$ cat src/rtl/memory_access.sv
// rtl/memory_access.sv - Y86-64 memory stage: byte-serial quad-word load/store with bounds check and timeout
module memory_access #(
   parameter int MEM_BYTES = 1024,
   parameter int TIMEOUT   = 16
) (
   input  logic        clk_i,
   input  logic        rst_n_i,
   input  logic        start_i,
   input  logic [3:0]  icode_i,
   input  logic [63:0] valE_i,
   input  logic [63:0] valA_i,
   input  logic [63:0] valP_i,
   output logic        busy_o,
   output logic        done_o,
   output logic [63:0] valM_o,
   output logic [2:0]  stat_o,
   output logic        mem_req_o,
   output logic        mem_we_o,
   output logic [63:0] mem_addr_o,
   output logic [7:0]  mem_wdata_o,
   input  logic [7:0]  mem_rdata_i,
   input  logic        mem_ack_i
);

   localparam logic [2:0]  STAT_AOK = 3'd1;
   localparam logic [2:0]  STAT_HLT = 3'd2;
   localparam logic [2:0]  STAT_ADR = 3'd3;
   localparam logic [2:0]  STAT_INS = 3'd4;
   localparam logic [63:0] ADDR_MAX = 64'(MEM_BYTES - 8);
   localparam int          TW       = $clog2(TIMEOUT + 1);

   typedef enum logic [1:0] {IDLE, XFER, DONE} state_t;

   state_t        state, state_nx;
   logic          is_write;
   logic [63:0]   addr;
   logic [63:0]   data;
   logic [2:0]    k;
   logic [TW-1:0] tcnt;

   logic          dec_acc, dec_wr, oob, accept, xfer, ack_hit, timeout_hit;
   logic [63:0]   dec_addr, dec_data;
   logic [2:0]    dec_stat;

   always_comb begin
      dec_acc  = 1'b0;
      dec_wr   = 1'b0;
      dec_addr = valE_i;
      dec_data = valA_i;
      dec_stat = STAT_AOK;
      case (icode_i)
         4'h4: begin dec_acc = 1'b1; dec_wr = 1'b1; end
         4'h5: dec_acc = 1'b1;
         4'h8: begin dec_acc = 1'b1; dec_wr = 1'b1; dec_data = valP_i; end
         4'h9: begin dec_acc = 1'b1; dec_addr = valA_i; end
         4'hA: begin dec_acc = 1'b1; dec_wr = 1'b1; end
         4'hB: begin dec_acc = 1'b1; dec_addr = valA_i; end
         4'h1: dec_stat = STAT_HLT;
         4'hC, 4'hD, 4'hE, 4'hF: dec_stat = STAT_INS;
         default: dec_stat = STAT_AOK;
      endcase
   end

   // Unsigned compare also rejects addresses whose 8-byte span would wrap past 2^64
   assign oob         = dec_addr > ADDR_MAX;
   assign xfer        = (state == XFER);
   assign accept      = start_i && !xfer;
   assign ack_hit     = xfer && mem_ack_i;
   assign timeout_hit = xfer && !mem_ack_i && (tcnt == TW'(TIMEOUT - 1));

   always_ff @(posedge clk_i or negedge rst_n_i) begin
      if (!rst_n_i) state <= IDLE;
      else          state <= state_nx;
   end

   always_comb begin
      state_nx = state;
      case (state)
         IDLE, DONE: begin
            if (start_i)             state_nx = (dec_acc && !oob) ? XFER : DONE;
            else if (state == DONE)  state_nx = IDLE;
         end
         XFER: begin
            if ((ack_hit && k == 3'd7) || timeout_hit) state_nx = DONE;
         end
         default: state_nx = IDLE;
      endcase
   end

   always_ff @(posedge clk_i or negedge rst_n_i) begin
      if (!rst_n_i) begin
         is_write <= 1'b0;
         addr     <= '0;
         data     <= '0;
         k        <= '0;
         tcnt     <= '0;
         valM_o   <= '0;
         stat_o   <= STAT_AOK;
      end else if (accept) begin
         is_write <= dec_wr;
         addr     <= dec_addr;
         data     <= dec_data;
         k        <= '0;
         tcnt     <= '0;
         valM_o   <= '0;
         stat_o   <= dec_acc ? (oob ? STAT_ADR : STAT_AOK) : dec_stat;
      end else if (xfer) begin
         if (mem_ack_i) begin
            if (!is_write) valM_o[{k, 3'b000} +: 8] <= mem_rdata_i;
            k    <= k + 3'd1;
            tcnt <= '0;
         end else if (timeout_hit) begin
            valM_o <= '0;
            stat_o <= STAT_ADR;
            k      <= '0;
            tcnt   <= '0;
         end else begin
            tcnt <= tcnt + TW'(1);
         end
      end
   end

   // Bus outputs decode straight from the state register so reset drops them asynchronously
   assign busy_o      = xfer;
   assign done_o      = (state == DONE);
   assign mem_req_o   = xfer;
   assign mem_we_o    = xfer && is_write;
   assign mem_addr_o  = xfer ? (addr + {61'b0, k}) : '0;
   assign mem_wdata_o = (xfer && is_write) ? data[{k, 3'b000} +: 8] : '0;

endmodule

$ cat config.mk
export PLATFORM = sky130hd
export DESIGN_NAME = memory_access
export DESIGN_NICKNAME = d
export VERILOG_FILES = /design/src/rtl/memory_access.sv
export SDC_FILE = /design/constraint.sdc
export NUM_CORES = 1
export LEC_CHECK = 0
export ABC_AREA = 1
export CAP_MARGIN = 40
export CORE_MARGIN = 2
export CORE_UTILIZATION = 30
export DETAILED_ROUTE_END_ITERATION = 8
export PLACE_DENSITY_LB_ADDON = 0.1
export SETUP_SLACK_MARGIN = 0.05
export SLEW_MARGIN = 5
export SYNTH_ARGS = -nofsm -noshare
export SYNTH_HDL_FRONTEND = slang
export SYNTH_SLANG_ARGS = --single-unit
$ cat constraint.sdc
create_clock -name clk_i -period 5.9 [get_ports clk_i]
set_clock_uncertainty 0.15 [all_clocks]
set_input_delay 0.885 -clock clk_i [delete_from_list [all_inputs] [get_ports clk_i]]
set_output_delay 0.885 -clock clk_i [all_outputs]
set_load 0.1 [all_outputs]
; Word-level counts from Yosys, hierarchy flattened
; Index checks and enable logic that the tools add are counted.
[word_totals]
regBits = 206
latchBits = 0
ramBits = 0
mem_bits_ro = 0
out_inout_bits = 143
elab_cells = 91
mem_count = 0
[op_classes]
add_sub_neg = 4
multipliers = 0
n_div = 0
magnitude_cmp = 1
n_eq_ne = 19
shift = 3
muxes = 32
bitwise = 0
n_reduce_logical = 24
[ops]
columns = operator, count
row1 = $mux 64, 8
row2 = $add 64x3->64, 1
row3 = $bwmux 64, 1
row4 = $gt 64x10->1 const B, 1
row5 = $shift 8x8->64 const A, 1
row6 = $shiftx 64x7->8, 1
row7 = $shiftx 8x8->64, 1
row8 = $eq 4x4->1 const B, 8
row9 = $mux 3, 9
row10 = $mux 5, 4
row11 = $mux 2, 5
row12 = $eq 4x3->1 const B, 2
row13 = $mux 8, 1
row14 = $neg 6->8, 1
row15 = $logic_and 1x1->1, 7
row16 = $pmux 3 s2, 1
row17 = $reduce_and 3->1, 2
row18 = $reduce_or 6->1, 1
row19 = $add 5x1->5 const B, 1
row20 = $eq 5x4->1 const B, 1
row21 = $eq 4x1->1 const B, 1
row22 = $ne 2x1->1 const B, 2
row23 = $pmux 2 s2, 1
row24 = $reduce_and 2->1, 2
row25 = 15 further kinds, 20

; Logic depth before layout (Yosys ltp)
[depth]
depth_word = 9
mapped_depth = 14
depth_no_buf = 13

; Least setup slack after synthesis
; Ideal clock, no wire load.
[synth_timing]
kind = register -> output
startpoint = register state[1]
endpoint = output mem_wdata_o[0]
arrival_ns = 3.746
required_ns = 4.865
setup_slack_ns = 1.119
stages_incl_launch_ff = 6
path_cell_list = dfrtp_1 inv_2 nand2_2 nor2_1 nand2_1 a31oi_1
[synth_via]
elab_chain_cells = 3
[synth_rtl]
columns = element, line
row1 = "start, declared", 34  ; state_t state, state_nx;
row2 = "start signal, assigned", 73  ; else state <= state_nx;
row3 = $eq 2x1->1, 66  ; assign xfer = (state == XFER);
row4 = $logic_and 1x1->1, --
row5 = net mem_we_o, 18  ; output logic mem_we_o,
row6 = $mux 8, 129  ; assign mem_wdata_o = (xfer && is_write) ? data[{k, 3'b000} +: 8] : '0;
row7 = "end, declared", 20  ; output logic [7:0] mem_wdata_o,
; The timed path passes the listed nets, and every way through them passes these cells.

; Final worst setup path
[layout_timing]
startpoint = register k[1]
endpoint = output mem_addr_o[62]
[layout_via]
elab_chain_cells = 2
[layout_rtl]
columns = element, line
row1 = "start, declared", 38  ; logic [2:0] k;
row2 = "start signal, assigned", 110  ; k <= k + 3'd1;
row3 = $add 64x3->64, 128  ; assign mem_addr_o = xfer ? (addr + {61'b0, k}) : '0;
row4 = $mux 64, 128
row5 = "end, declared", 19  ; output logic [63:0] mem_addr_o,
; No other way between the ends.

==> results by group <==
Run status
  • Status: complete, no violations

Finish
  • Layout area overhead: 52.6%
  • Multi-input logic area: between 6000 and 7000 um^2
  • Utilization after layout: 46.1%
  • Fin nets: about 2400
  • Sequential cell area: 5160 um^2
  • Leading cell types in the layout, fill and taps excluded: nand2_1, clkdlybuf4s50_1, nor2_1, o21ai_0, dfrtp_1
  • Layout cell share with drive strength beyond 1: 11.5%
  • Fill count: 4137
  • Commonest non-fill, non-tap cell in the layout: nand2_1

Placement
  • I/O Buffers: 350
  • Gpl congestion: 0.980
  • Post-DP HPWL: 48700 um

STA
  • RSZ-0062 raised after global routing: no
  • Final worst-path cycle share: between 80% and 90%
  • Setup TNS: 0 ps
  • Post-route minimum period: 4950 ps
  • Hold Worst Slack: 225 ps
  • Worst Tran Pin Value: 980 ps
  • Max-slew headroom: 34.0%
  • Final setup viols: 0
  • Final Hold Viols: 0
  • Max Freq: slightly above 200 MHz
  • Pins Over Slew Limit: 0

Worst setup path
  • WS Path Type: reg2out
  • Buffers and inverters on the worst path: 1
  • Crit path arrival time: 3910 ps
  • Critical path's top delay family: simple AND/OR/NAND/NOR gates
  • Crit-path max FO: 21
  • Startpoint types: register
  • Critical R2R Launch: k[1]
  • Critical Path Source: k[1]
  • Crit end category: output pin
  • Worst path required time: 4870 ps
  • Crit path cell chain: fa_1 -> nand2_1 -> a21oi_2 -> nand2_1 -> nor2_2 -> nand3_1 -> nor2_1 -> nand3_1 -> xor2_1 -> nor2_1 -> buf_4
  • Delay of the slowest critical-path stage: about 940 ps
  • Slowest CP cell: dfrtp_1

Global routing
  • GR Util All Layers: about 28%
  • Initial antenna violation count: 5
  • GRT Residual Overflow: 0
  • Largest net degree at the start of global routing: 86
  • First-pass GRT wire length: 88600 um
  • Vias in the first global route: 13800

Worst hold path
  • Worst hold path type: in2async

Synth
  • Post-synth EDFFs: 0
  • Number of distinct library cells after synthesis: 48
  • Synth Cell Area: 12300 um^2
  • Synthesized net count: just under 2000
  • Top_reg_cell synth: dfrtp_1
  • Register area share after synthesis: 42.1%
  • Ys async rst share: 100%
  • Post-Synthesis Cells: 1737
  • Synth warnings: 0
  • Seq cells post-synth: 206
  • Synth Area per Inst: 7.06 um^2

Clocking
  • Post-cts repair resize count: 0
  • CTS root buf: clkbuf_16
  • CTS Sinks: between 200 and 250
  • CTS Buffer Depth: 3
  • Later-pin clock latency in the skew report: 540 ps
  • CTS tree: built
  • Post-CTS Repair Setup Buffers: 0
  • Worst-path clk slew: 70 ps
  • CTS Hold Bufs: 0
  • CTS Buf Count: 25
  • H-tree level count: 1

Power and ir drop
  • Clk pwr share: between 30% and 40%
  • Seq pwr share: 41.1%
  • PwrDens: about 210 nW/um^2
  • Power Total: roughly 4.0 mW
  • Combinational share of power: ~19%
  • IR drop worst, VDD: 0.187 mV
  • Switching fraction of total power: between 30% and 40%
  • NetSw: 1.24 mW
  • Pleak: 7.97 nW
  • Pint: 2.72 mW

Floorplanning
  • Die width: 206 um
  • Die H: slightly above 200 um
  • Io pins: ~350
  • FP Rows: 74
  • Core area: 40600 um^2
  • Full die area: 42500 um^2
  • Initial Util: a little under a third

Route
  • Vias: 13800
  • First-pass DRT Iterations: 6
  • Routed Antenna Nets: 0
  • DRC viols: 0
  • DR iter-0 viols: 1090
  • Avg WL per Cell: between 20 and 25 um
  • Final wirelength: 60000 um
  • Vias per inst: 5.11

Run
  • Max Cap Viol: 0
==> cell usage after synthesis (3+ instances only) <==
| library cell | count | area share (%) |
|---|---|---|
| ha_1 | 8 | 0.82 |
| or2_2 | 4 | 0.20 |
| nor4_1 | 13 | 0.66 |
| o22ai_1 | 16 | 0.82 |
| nand2_2 | 5 | 0.26 |
| or2_1 | 4 | 0.20 |
| nor2_1 | 215 | 6.6 |
| inv_2 | 15 | 0.46 |
| nand3_1 | 63 | 2.6 |
| nand4_1 | 43 | 2.2 |
| o21ai_0 | 214 | 8.7 |
| dfrtp_1 | 205 | 42 |
| buf_1 | 4 | 0.12 |
| o21ai_1 | 83 | 3.4 |
| nand3_4 | 5 | 0.71 |
| inv_1 | 165 | 5.1 |
| a31oi_1 | 27 | 1.4 |
| o21a_1 | 3 | 0.18 |
| xor2_1 | 27 | 1.9 |
| nand2_1 | 393 | 12 |
| a21oi_1 | 83 | 3.4 |
| xnor2_1 | 5 | 0.36 |
| clkbuf_1 | 59 | 1.8 |
| buf_2 | 13 | 0.53 |
| nor3_1 | 37 | 1.5 |
==> area by class of cell <==
cell class,count,area share [%]
Antenna cell,3,0.0401
Multi-Input combinational cell,1269,32.6
Sequential cell,206,27.6
Tap cell,532,3.56
Inverter,183,3.69
Clock inverter,11,0.508
Timing Repair Buffer,461,28.1
Clock buffer,35,3.92
==> per-layer routing <==
layer	global-route usage [%]	routed length, um	vias to the layer above
li1	-	-	6571
met1	38.8	26200	6563
met2	45.1	27000	575
met3	4.26	4190	94
met4	10.9	2620	2
met5	0	13	-
==> flip-flops by register name, indices dropped and copies added (netlist names) <==
signal / flops
addr: 64
data: 64
is_write: 1
k: 3
stat_o: 3
state: 2
tcnt: 5
valM_o: 64
==> worst paths after layout <==
kind / endpoint / slack, ps / depth (start not counted)
min reg2reg: data[30] / 330 / 2
max reg2reg: valM_o[34] / 1770 / 11
max: mem_addr_o[62] / 950 / 11
min: addr[12] / 220 / 1
max in group asynchronous: data[27] / 4010 / 2
min in group clk_i: data[30] / 330 / 2
==> worst register-to-register path, cell delays in order (launching register included) <==
cell and delay [ps]:
dfrtp_1 940, clkinv_1 820, ha_1 470, ha_1 350
inv_1 100, or2_2 310, nor3_1 140, inv_1 110
a21oi_2 330, inv_2 160, nand2_1 80, o21ai_1 50
==> cell families (layout without fill, tap and decap cells) <==
group	Yosys count	after routing	synth area share, %
simple gates	791	791	27.6
compound gates	436	436	18.7
buf+inv	262	690	8.30
flops	206	206	42.1
xor+xnor	32	32	2.29
fa+ha+maj	9	9	0.980
mux	1	1	0.0817
other cells	0	3	0
==> per-stage QoR <==
stage	instance area, um^2	cells	setup slack, ps
3_5_place_dp	17900	2651	1560
6_report	18700	2700	951
2_1_floorplan	12300	1737	1120
5_1_grt	18700	2697	743
3_3_place_gp	16100	2553	1290
4_1_cts	18700	2697	979
==> power groups by stage <==
stage	Combinational (mW)	Sequential, mW	Clock [mW]
after detailed placement	0.763	1.65	0
after floorplan	0.286	1.68	0
after CTS	0.767	1.62	1.58
after global placement	0.717	1.65	0
final	0.767	1.63	1.56
after global routing	0.830	1.64	1.64
Power figures use the tool's default switching activity.
